<file path="config.mk">
export PLATFORM = sky130hd
export DESIGN_NAME = line_drawer_flat
export DESIGN_NICKNAME = d
export VERILOG_FILES = /design/src/rtl/line_pkg.sv /design/src/rtl/line_drawer_if.sv /design/src/rtl/line_drawer_step.sv /design/src/rtl/line_drawer.sv /design/src/flat_wrapper.sv
export SDC_FILE = /design/constraint.sdc
export NUM_CORES = 1
export LEC_CHECK = 0
export BUFFER_PORTS_ARGS = -buffer_cell sky130_fd_sc_hd__buf_2
export CAP_MARGIN = 40
export CORE_ASPECT_RATIO = 0.75
export CORE_MARGIN = 2
export CORE_UTILIZATION = 30
export CTS_CLUSTER_SIZE = 25
export DETAILED_ROUTE_END_ITERATION = 12
export GPL_ROUTABILITY_DRIVEN = 0
export PLACE_DENSITY = 0.52
export SLEW_MARGIN = 20
export SYNTH_ARGS = -nofsm -noshare
export SYNTH_HDL_FRONTEND = slang
export SYNTH_SLANG_ARGS = --single-unit
</file>
<file path="constraint.sdc">
create_clock -name clk -period 9.1 [get_ports clk]
set_clock_uncertainty 0.1 [all_clocks]
set_input_delay 0.455 -clock clk [delete_from_list [all_inputs] [get_ports clk]]
set_output_delay 0.455 -clock clk [all_outputs]
set_load 0.02 [all_outputs]
</file>
<file path="src/rtl/line_pkg.sv">
// Shared types and width constants for the Bresenham line rasteriser.
// DW holds |dx| or -|dy|. EW holds err, which can reach dx+dy and their doubles' neighbourhood.
package line_pkg;

  localparam int COORD_W_DEF = 8;
  localparam int DW          = COORD_W_DEF + 1;
  localparam int EW          = COORD_W_DEF + 2;

  typedef enum logic {
    IDLE = 1'b0,
    PLOT = 1'b1
  } state_t;

endpackage

</file>
<file path="src/rtl/line_drawer_if.sv">
// Request/pixel bundle between a line client (master) and the line rasteriser (slave).
interface line_drawer_if
  import line_pkg::*;
#(
  parameter int COORD_W = COORD_W_DEF
);

  logic               start;
  logic               abort;
  logic [COORD_W-1:0] x0;
  logic [COORD_W-1:0] y0;
  logic [COORD_W-1:0] x1;
  logic [COORD_W-1:0] y1;
  logic               busy;
  logic               plot_valid;
  logic               plot_ready;
  logic [COORD_W-1:0] x;
  logic [COORD_W-1:0] y;
  logic               done;
  logic [COORD_W:0]   plot_count;

  modport master (
    output start, abort, x0, y0, x1, y1, plot_ready,
    input  busy, plot_valid, x, y, done, plot_count
  );

  modport slave (
    input  start, abort, x0, y0, x1, y1, plot_ready,
    output busy, plot_valid, x, y, done, plot_count
  );

endinterface

</file>
<file path="src/rtl/line_drawer_step.sv">
// One combinational Bresenham step: the next error term and pixel from the current ones.
// The x and y updates both use the incoming err, so a diagonal move happens in one step.
module line_step
  import line_pkg::*;
#(
  parameter int CW  = COORD_W_DEF,
  parameter int DXW = DW,
  parameter int EXW = EW
) (
  input  logic signed [EXW-1:0] err,
  input  logic signed [DXW-1:0] dx,
  input  logic signed [DXW-1:0] dy,
  input  logic        [CW-1:0]  x,
  input  logic        [CW-1:0]  y,
  input  logic                  sx_neg,
  input  logic                  sy_neg,
  output logic signed [EXW-1:0] err_next,
  output logic        [CW-1:0]  x_next,
  output logic        [CW-1:0]  y_next
);

  localparam logic [CW-1:0] ONE = 1;

  logic signed [EXW:0] e2;
  logic                step_x;
  logic                step_y;

  always_comb begin
    e2       = {err, 1'b0};
    step_x   = (e2 >= (EXW+1)'(dy));
    step_y   = (e2 <= (EXW+1)'(dx));
    err_next = err;
    x_next   = x;
    y_next   = y;
    if (step_x) begin
      err_next = err_next + EXW'(dy);
      x_next   = sx_neg ? (x - ONE) : (x + ONE);
    end
    if (step_y) begin
      err_next = err_next + EXW'(dx);
      y_next   = sy_neg ? (y - ONE) : (y + ONE);
    end
  end

endmodule

</file>
<file path="src/rtl/line_drawer.sv">
// Bresenham line rasteriser: latches two endpoints and emits one pixel per accepted
// valid/ready transfer, with abort, a fired-pixel counter and a one-cycle done pulse.
module line_drawer
  import line_pkg::*;
#(
  parameter int COORD_W = COORD_W_DEF
) (
  input logic         clk,
  input logic         reset,
  line_drawer_if.slave bus
);

  localparam int DXW = COORD_W + 1;
  localparam int EXW = COORD_W + 2;
  localparam logic [COORD_W:0] CNT_ONE = 1;

  state_t                    state_q, state_d;
  logic signed [DXW-1:0]     dx_q, dx_d, dy_q, dy_d;
  logic signed [EXW-1:0]     err_q, err_d, err_step;
  logic                      sx_neg_q, sx_neg_d, sy_neg_q, sy_neg_d;
  logic        [COORD_W-1:0] x_q, x_d, y_q, y_d;
  logic        [COORD_W-1:0] x1_q, x1_d, y1_q, y1_d;
  logic        [COORD_W-1:0] x_step, y_step, adx, ady;
  logic        [COORD_W:0]   count_q, count_d;
  logic                      done_q, done_d;
  logic                      fire;

  line_step #(
    .CW  (COORD_W),
    .DXW (DXW),
    .EXW (EXW)
  ) u_step (
    .err      (err_q),
    .dx       (dx_q),
    .dy       (dy_q),
    .x        (x_q),
    .y        (y_q),
    .sx_neg   (sx_neg_q),
    .sy_neg   (sy_neg_q),
    .err_next (err_step),
    .x_next   (x_step),
    .y_next   (y_step)
  );

  always_comb begin
    adx      = (bus.x0 < bus.x1) ? (bus.x1 - bus.x0) : (bus.x0 - bus.x1);
    ady      = (bus.y0 < bus.y1) ? (bus.y1 - bus.y0) : (bus.y0 - bus.y1);
    fire     = (state_q == PLOT) && bus.plot_ready;
    state_d  = state_q;
    dx_d     = dx_q;
    dy_d     = dy_q;
    err_d    = err_q;
    sx_neg_d = sx_neg_q;
    sy_neg_d = sy_neg_q;
    x_d      = x_q;
    y_d      = y_q;
    x1_d     = x1_q;
    y1_d     = y1_q;
    count_d  = count_q;
    done_d   = 1'b0;
    case (state_q)
      IDLE: begin
        if (bus.start && !bus.abort) begin
          state_d  = PLOT;
          dx_d     = $signed({1'b0, adx});
          dy_d     = -$signed({1'b0, ady});
          err_d    = EXW'(dx_d) + EXW'(dy_d);
          sx_neg_d = !(bus.x0 < bus.x1);
          sy_neg_d = !(bus.y0 < bus.y1);
          x_d      = bus.x0;
          y_d      = bus.y0;
          x1_d     = bus.x1;
          y1_d     = bus.y1;
          count_d  = '0;
        end
      end
      PLOT: begin
        if (fire) begin
          count_d = count_q + CNT_ONE;
        end
        // Abort takes priority even over the final fire, which suppresses done.
        if (bus.abort) begin
          state_d = IDLE;
        end else if (fire) begin
          if ((x_q == x1_q) && (y_q == y1_q)) begin
            state_d = IDLE;
            done_d  = 1'b1;
          end else begin
            err_d = err_step;
            x_d   = x_step;
            y_d   = y_step;
          end
        end
      end
      default: state_d = IDLE;
    endcase
  end

  always_ff @(posedge clk or posedge reset) begin
    if (reset) begin
      state_q  <= IDLE;
      dx_q     <= '0;
      dy_q     <= '0;
      err_q    <= '0;
      sx_neg_q <= 1'b0;
      sy_neg_q <= 1'b0;
      x_q      <= '0;
      y_q      <= '0;
      x1_q     <= '0;
      y1_q     <= '0;
      count_q  <= '0;
      done_q   <= 1'b0;
    end else begin
      state_q  <= state_d;
      dx_q     <= dx_d;
      dy_q     <= dy_d;
      err_q    <= err_d;
      sx_neg_q <= sx_neg_d;
      sy_neg_q <= sy_neg_d;
      x_q      <= x_d;
      y_q      <= y_d;
      x1_q     <= x1_d;
      y1_q     <= y1_d;
      count_q  <= count_d;
      done_q   <= done_d;
    end
  end

  assign bus.busy       = (state_q == PLOT);
  assign bus.plot_valid = (state_q == PLOT);
  assign bus.x          = x_q;
  assign bus.y          = y_q;
  assign bus.done       = done_q;
  assign bus.plot_count = count_q;

endmodule
</file>
<file path="src/flat_wrapper.sv">
// flat-port wrapper written by rule: the top's interface ports become plain ports
module line_drawer_flat import line_pkg::*;
#(
  parameter int COORD_W = COORD_W_DEF
)
  (clk, reset, bus_start, bus_abort, bus_x0, bus_y0, bus_x1, bus_y1, bus_plot_ready, bus_busy, bus_plot_valid, bus_x, bus_y, bus_done, bus_plot_count);
  line_drawer_if #(.COORD_W(COORD_W)) bus_i ();
  input logic clk;
  input logic reset;
  input wire logic [$bits(bus_i.start)-1:0] bus_start;
  input wire logic [$bits(bus_i.abort)-1:0] bus_abort;
  input wire logic [$bits(bus_i.x0)-1:0] bus_x0;
  input wire logic [$bits(bus_i.y0)-1:0] bus_y0;
  input wire logic [$bits(bus_i.x1)-1:0] bus_x1;
  input wire logic [$bits(bus_i.y1)-1:0] bus_y1;
  input wire logic [$bits(bus_i.plot_ready)-1:0] bus_plot_ready;
  output wire logic [$bits(bus_i.busy)-1:0] bus_busy;
  output wire logic [$bits(bus_i.plot_valid)-1:0] bus_plot_valid;
  output wire logic [$bits(bus_i.x)-1:0] bus_x;
  output wire logic [$bits(bus_i.y)-1:0] bus_y;
  output wire logic [$bits(bus_i.done)-1:0] bus_done;
  output wire logic [$bits(bus_i.plot_count)-1:0] bus_plot_count;
  assign bus_i.start = bus_start;
  assign bus_i.abort = bus_abort;
  assign bus_i.x0 = bus_x0;
  assign bus_i.y0 = bus_y0;
  assign bus_i.x1 = bus_x1;
  assign bus_i.y1 = bus_y1;
  assign bus_i.plot_ready = bus_plot_ready;
  assign bus_busy = bus_i.busy;
  assign bus_plot_valid = bus_i.plot_valid;
  assign bus_x = bus_i.x;
  assign bus_y = bus_i.y;
  assign bus_done = bus_i.done;
  assign bus_plot_count = bus_i.plot_count;
  line_drawer #(.COORD_W(COORD_W)) u_core (.clk(clk), .reset(reset), .bus(bus_i));
endmodule
</file>
# After elaboration in Yosys (flattened, before gate mapping)
# Index checks and enable logic that the tools add are counted.
[word_totals]
register_bits = 72
latchBits = 0
ramBits = 0
rom_bits = 0
inputBits = 37
n_memories = 0
[classes]
addsub = 13
mul = 0
n_div = 0
order_cmp = 4
n_eq_ne = 8
shift = 0
muxes = 35
n_bitwise = 1
n_reduce_logical = 11
[ops]
columns = ["operator", "n"]
rows = [
  ["8-bit 2-to-1 mux", 14],
  ["10-bit 2-to-1 mux", 6],
  ["8-bit case mux with 2 select lines", 2],
  ["8-bit subtractor", 4],
  ["10-bit by 9-bit adder with 10-bit output", 2],
  ["10-bit case mux with 2 select lines", 1],
  ["9-bit 2-to-1 mux", 2],
  ["9-bit case mux with 2 select lines", 1],
  ["8-bit by 1-bit adder with 8-bit output (second input constant)", 2],
  ["8-bit equality test", 2],
  ["8-bit < comparator", 2],
  ["8-bit by 1-bit subtractor with 8-bit output (second input constant)", 2],
  ["11-bit by 9-bit greater-or-equal comparator with 1-bit output", 1],
  ["11-bit by 9-bit <= comparator with 1-bit output", 1],
  ["9-bit by 9-bit adder with 10-bit output", 1],
  ["2-bit inequality test (second input constant)", 5],
  ["5-bit AND reduction", 2],
  ["9-bit by 1-bit adder with 9-bit output (second input constant)", 1],
  ["8-bit negation with 9-bit output", 1],
  ["1-bit 2-to-1 mux", 8],
  ["2-bit AND reduction", 2],
  ["4-bit AND reduction", 1],
  ["1-bit logical AND", 3],
  ["1-bit zero test", 3],
  ["other kinds (3)", 3],
]

# Logic depth before layout (Yosys ltp)
[logic_depth]
depth_word = 8
ltp_mapped = 21
ltp_nobuf = 20

# Modules after synthesis
# From an unflattened synthesis, not the netlist that was laid out.
[hier_totals]
hier_cells = 851
area_unflattened_um2 = 7198.2
[by_module_without_submodules]
columns = ["mod", "instances", "cells_per_inst", "area_per_inst_um2"]
rows = [
  ["line_drawer", 1, 564, 5061.1],
  ["line_step", 1, 287, 2137.0],
]

# Worst setup path after synthesis
# OpenSTA, ideal clock, no wires.
[synth_path]
path_type = "input port to flip-flop"
startpoint = "input port bus_x0[0]"
endpoint = "register u_core.err_q[9]"
arrival_ps = 3975
slack_ps = 4943
cell_stages = 19
path_buffers = 1
path_cell_list = "inv_1 > ha_1 > inv_1 > fa_1 > a21o_1 > a21oi_1 > o21ai_0 > o21ai_1 > clkbuf_1 > mux2_2 > ha_1 > a21o_1 > a21o_1 > a21oi_1 > nor2_1 > nor2_1 > o21ai_0 > a2111o_1 > a31oi_1"
[synth_via]
elab_chain_len = 5
word_cells_on_any_way = 7
cone_classes = "add/sub: 3; order compare: 1; mux: 3"
[synth_rtl]
columns = ["item", "line_no", "source"]
rows = [
  ["start, declared", "flat_wrapper.sv:12", "input wire logic [$bits(bus_i.x0)-1:0] bus_x0;"],
  ["8-bit subtractor or 8-bit < comparator (tied branches)", "line_drawer.sv:46", "adx = (bus.x0 < bus.x1) ? (bus.x1 - bus.x0) : (bus.x0 - bus.x1);"],
  ["8-bit 2-to-1 mux (*)", "line_drawer.sv:46", ""],
  ["named net u_core.adx[1]", "line_drawer.sv:23", "logic [COORD_W-1:0] x_step, y_step, adx, ady;"],
  ["9-bit by 9-bit adder with 10-bit output (*)", "line_drawer.sv:67", "err_d = EXW'(dx_d) + EXW'(dy_d);"],
  ["10-bit 2-to-1 mux (*)", "line_drawer.sv:63", "if (bus.start && !bus.abort) begin"],
  ["10-bit case mux with 2 select lines (*)", "line_drawer.sv:61", "case (state_q)"],
  ["end signal, assigned", "line_drawer.sv:117", "err_q <= err_d;"],
  ["end, declared", "line_drawer.sv:19", "logic signed [EXW-1:0] err_q, err_d, err_step;"],
]
# Mark *: on every way through the listed nets, which the timed path passes. The rest lies on a longest branch. The select of a mux whose other input is x is not followed.
# A chain may end at the register's enable or synchronous reset.

# Final worst setup path
[layout_path]
startpoint = "register u_core.dy_q[8]"
endpoint = "register u_core.err_q[9]"
[layout_via]
elab_chain_len = 8
word_cells_on_any_way = 9
cone_classes = "add/sub: 2; order compare: 1; mux: 6"
[layout_rtl]
columns = ["item", "line_no", "source"]
rows = [
  ["start, declared", "line_drawer.sv:18", "logic signed [DXW-1:0] dx_q, dx_d, dy_q, dy_d;"],
  ["start signal, assigned", "line_drawer.sv:116", "dy_q <= dy_d;"],
  ["10-bit by 9-bit adder with 10-bit output or 11-bit by 9-bit greater-or-equal comparator with 1-bit output (tied branches)", "line_drawer_step.sv:36, line_drawer_step.sv:30", ""],
  ["10-bit 2-to-1 mux (*)", "line_drawer_step.sv:35", "if (step_x) begin"],
  ["10-bit by 9-bit adder with 10-bit output", "line_drawer_step.sv:40", "err_next = err_next + EXW'(dx);"],
  ["10-bit 2-to-1 mux (*)", "line_drawer_step.sv:39", "if (step_y) begin"],
  ["10-bit 2-to-1 mux (*)", "line_drawer.sv:85", "if ((x_q == x1_q) && (y_q == y1_q)) begin"],
  ["10-bit 2-to-1 mux (*)", "line_drawer.sv:84", "end else if (fire) begin"],
  ["10-bit 2-to-1 mux (*)", "line_drawer.sv:82", "if (bus.abort) begin"],
  ["10-bit case mux with 2 select lines (*)", "line_drawer.sv:61", ""],
]
# Mark *: on every way between the ends. The rest lies on a longest branch, timed or not. The select of a mux whose other input is x is not followed.

==> qor.yml <==
clock_path_buffers: 2
worst-path-stages: 19
syn-cell-area_sq_um: 6630
ir_drop_v: 0.000149
async_flop_share: 1.00
dieArea_sq_um: 23300
drv_slew: 0
insertion_delay_ns: 0.34
postCtsSetupRepairBufs: 0
finalPower_mw: 2.60
finalHoldViolCount: 12
cts_max_level: 3
antenna_found_initial: 1
grt_start_max_net_pins: 53
port_buffers: 64
seq_area_sq_um: 1800
power.leakage_nw: 3.73
cts_buffers: 9
cts_tree: "yes"
cts_sinks: 72
powerDensity_nw_per_um2: 341
num_rows: 47
finalNetCount: 956
vias: 5496
fp.dieH_um: 133
drt_first_pass_iters: 4
critPathSlowestCell: "dfrtp_1"
wl_um: 18400
clkTransAtPathRegs_ns: 0.06
fillers: 2284
startpoint_type: "register"
start_util: 0.303
path_buf_inv: 3
yosysUniqueCellTypes: 66
grt_usage: 0.161
busiest_layer: "met1"
fmax_mhz: 222
drt_drc_violations_left: 0
syn_nets: 897
layout-drive-gt1-share: 0.143
critPathMaxFanout: 16
critPathMaxStageDelay_ns: 0.38
relSlewSlack: 0.599
viasPerCell: 4.89
required_ns: 9.26
cp.arrival_ns: 4.66
die_w_um: 176
grt_pass1_wl_um: 29300
rsz0062_at_grt: "no"
timing.max_cap.violations: 0
wire_per_inst_um: 16.3
ys_seq_area_frac: 0.272
grt_overflow: 0
r2r_cells: 19
grt_pass1_vias: 5277
setup_viol: 0
ctsHoldBuffers: 0
path_delay_family: "compound AO/OA/AOI/OAI gates"
synth_top_flop_cell: "dfrtp_1"
cts_resized: 0
multiInputGateArea_sq_um: 4450
drt_iter0_drc: 326
dpl.hpwl_um: 14400
cp_cell_sequence: "inv_1 > ha_1 > and4_1 > a221oi_1 > o21ai_0 > mux2i_1 > buf_4 > mux2i_1 > inv_1 > ha_1 > a211o_1 > o211ai_1 > a21oi_1 > o21a_1 > o21a_1 > o2111ai_1 > xnor2_1 > nand2_1 > a31oi_1"
stdcell_area_sq_um: 7620
drtAntennaViolNets: 0
synthToLayoutAreaGrowth_pct: 14.9
final.period_utilization: 0.494
hp-class: "in -> async"
postPlaceCellArea_sq_um: 7300
grtUsageMet2: 0.224
fin_util: 0.348
setup_tns_ns: 0
grt_use_met1: 0.253
cts_root_buf: "clkbuf_16"
synth_edf_count: 0
cp-end-kind: "register"
period_minus_slack_ns: 4.50
path_class: "reg -> reg"
ios: 65
core_sq_um: 21900
synth_cells: 765
synth_warnings: 0
tightest_slew_ns: 0.602
use_met3: 0.0264
ys_seq_elements: 72
holdWs_ns: -0.0125
syn_area_per_cell_sq_um: 8.67
status: "finished, violations left"
violations: "negative hold slack"
final timing paths:
path	slack [ns]	startpoint	end
setup reg to reg	4.60	u_core.dy_q[8]$_DFFE_PP0P_	u_core.err_q[9]$_DFFE_PP0P_
max in group asynchronous	8.11	reset	u_core.bus.x[3]$_DFFE_PP0P_
hold / removal	-0.01	reset	u_core.y1_q[7]$_DFFE_PP0P_
hold reg to reg	0.39	u_core.bus.plot_count[8]$_DFFE_PP0P_	u_core.bus.plot_count[8]$_DFFE_PP0P_
min in group clk	0.31	bus_y1[7]	u_core.y1_q[7]$_DFFE_PP0P_
setup / recovery	4.60	u_core.dy_q[8]$_DFFE_PP0P_	u_core.err_q[9]$_DFFE_PP0P_
routing by layer:
layer	vias to the layer above	wire length, um
li1	2811	-
met1	2570	10100
met2	101	7270
met3	14	633
met4	0	313
met5	-	0
sequential cells by signal (all words and copies together) (netlist names), 8 cells and up:
register and count:
u_core.err_q 10, u_core.bus.plot_count 9, u_core.dy_q 9, u_core.bus.x 8
u_core.bus.y 8, u_core.dx_q 8, u_core.x1_q 8, u_core.y1_q 8
cell type report:
cell class	count	area share
multi-input cells	593	0.584
flip-flops and latches	72	0.236
repair buffers	73	0.0562
well taps	294	0.0483
inverters	75	0.0371
clock buffers	12	0.0324
clock inverters	3	0.00558
diodes	1	0.000328
power by group:
part	internal (mW)	switching, mW	leakage [nW]	total, mW
clock	0.218	0.145	0.139	0.363
sequential	0.423	0.143	0.885	0.566
combinational	0.739	0.934	2.70	1.67
total	1.38	1.22	3.73	2.60
synthesized netlist by cell type (2+ instances only):
master	count	share of area
mux2_2	17	0.029
and3_1	9	0.0085
nor4_1	2	0.0019
o21a_1	13	0.015
a211o_1	4	0.0053
o31ai_1	3	0.0034
o22ai_1	3	0.0028
nor3_1	8	0.0060
xor2_1	18	0.024
buf_2	2	0.0015
and2_1	3	0.0028
nor2_1	31	0.018
nor2b_1	8	0.0075
o21ai_1	2	0.0015
nand3b_1	3	0.0034
inv_1	74	0.042
a221oi_1	4	0.0053
a211oi_1	2	0.0023
o211ai_1	8	0.0091
fa_1	9	0.027
a31oi_1	9	0.0085
mux2i_1	24	0.036
nand3_1	16	0.012
o221ai_1	2	0.0026
ha_1	86	0.16
and4_1	2	0.0026
dfrtp_1	72	0.27
xnor2_1	39	0.052
o21ai_0	81	0.061
nand4_1	6	0.0057
a2111o_1	3	0.0051
buf_1	2	0.0011
o2111ai_1	2	0.0026
nand2b_1	4	0.0038
a21oi_1	46	0.035
a21boi_0	3	0.0034
clkbuf_1	19	0.011
nand2_1	79	0.045
nand4_2	2	0.0038
a21o_1	19	0.022
stage by stage:
stage | worst slack (ns) | hold WS (ns) | cells
4_1_cts | 4.58 | 0.00333 | 1121
5_1_grt | 4.22 | 0.0134 | 1123
6_report | 4.60 | -0.0125 | 1123
2_1_floorplan | 4.94 | 0.370 | 765
3_5_place_dp | 4.46 | 0.368 | 1106
3_3_place_gp | 4.45 | 0.370 | 1103
logic make-up after synthesis:
family | Yosys count | share of synthesized area
and+or+nand+nor | 183 | 0.136
DFF | 72 | 0.272
xor gates and xnor gates | 58 | 0.0777
muxes | 41 | 0.0651
buffers and inverters | 100 | 0.0587
adders and majority gates | 95 | 0.189
AOI/OAI and AO/OA | 216 | 0.202
cell usage in the layout, fill, tap and decap left out, types with 6 or more instances in the layout:
cell type	count
xnor2_1	39
fa_1	9
xor2_1	18
a21oi_1	45
o211ai_1	8
o21ai_0	81
a31oi_1	9
a21o_1	19
o21a_1	13
and3_1	8
buf_4	7
inv_1	73
nand3_1	16
nor2b_1	8
nor3_1	8
mux2_2	17
ha_1	86
nor2_1	31
buf_2	64
clkbuf_16	9
nand4_1	6
mux2i_1	24
nand2_1	79
dfrtp_1	72
No activity file was read; power rests on OpenSTA's default activity.
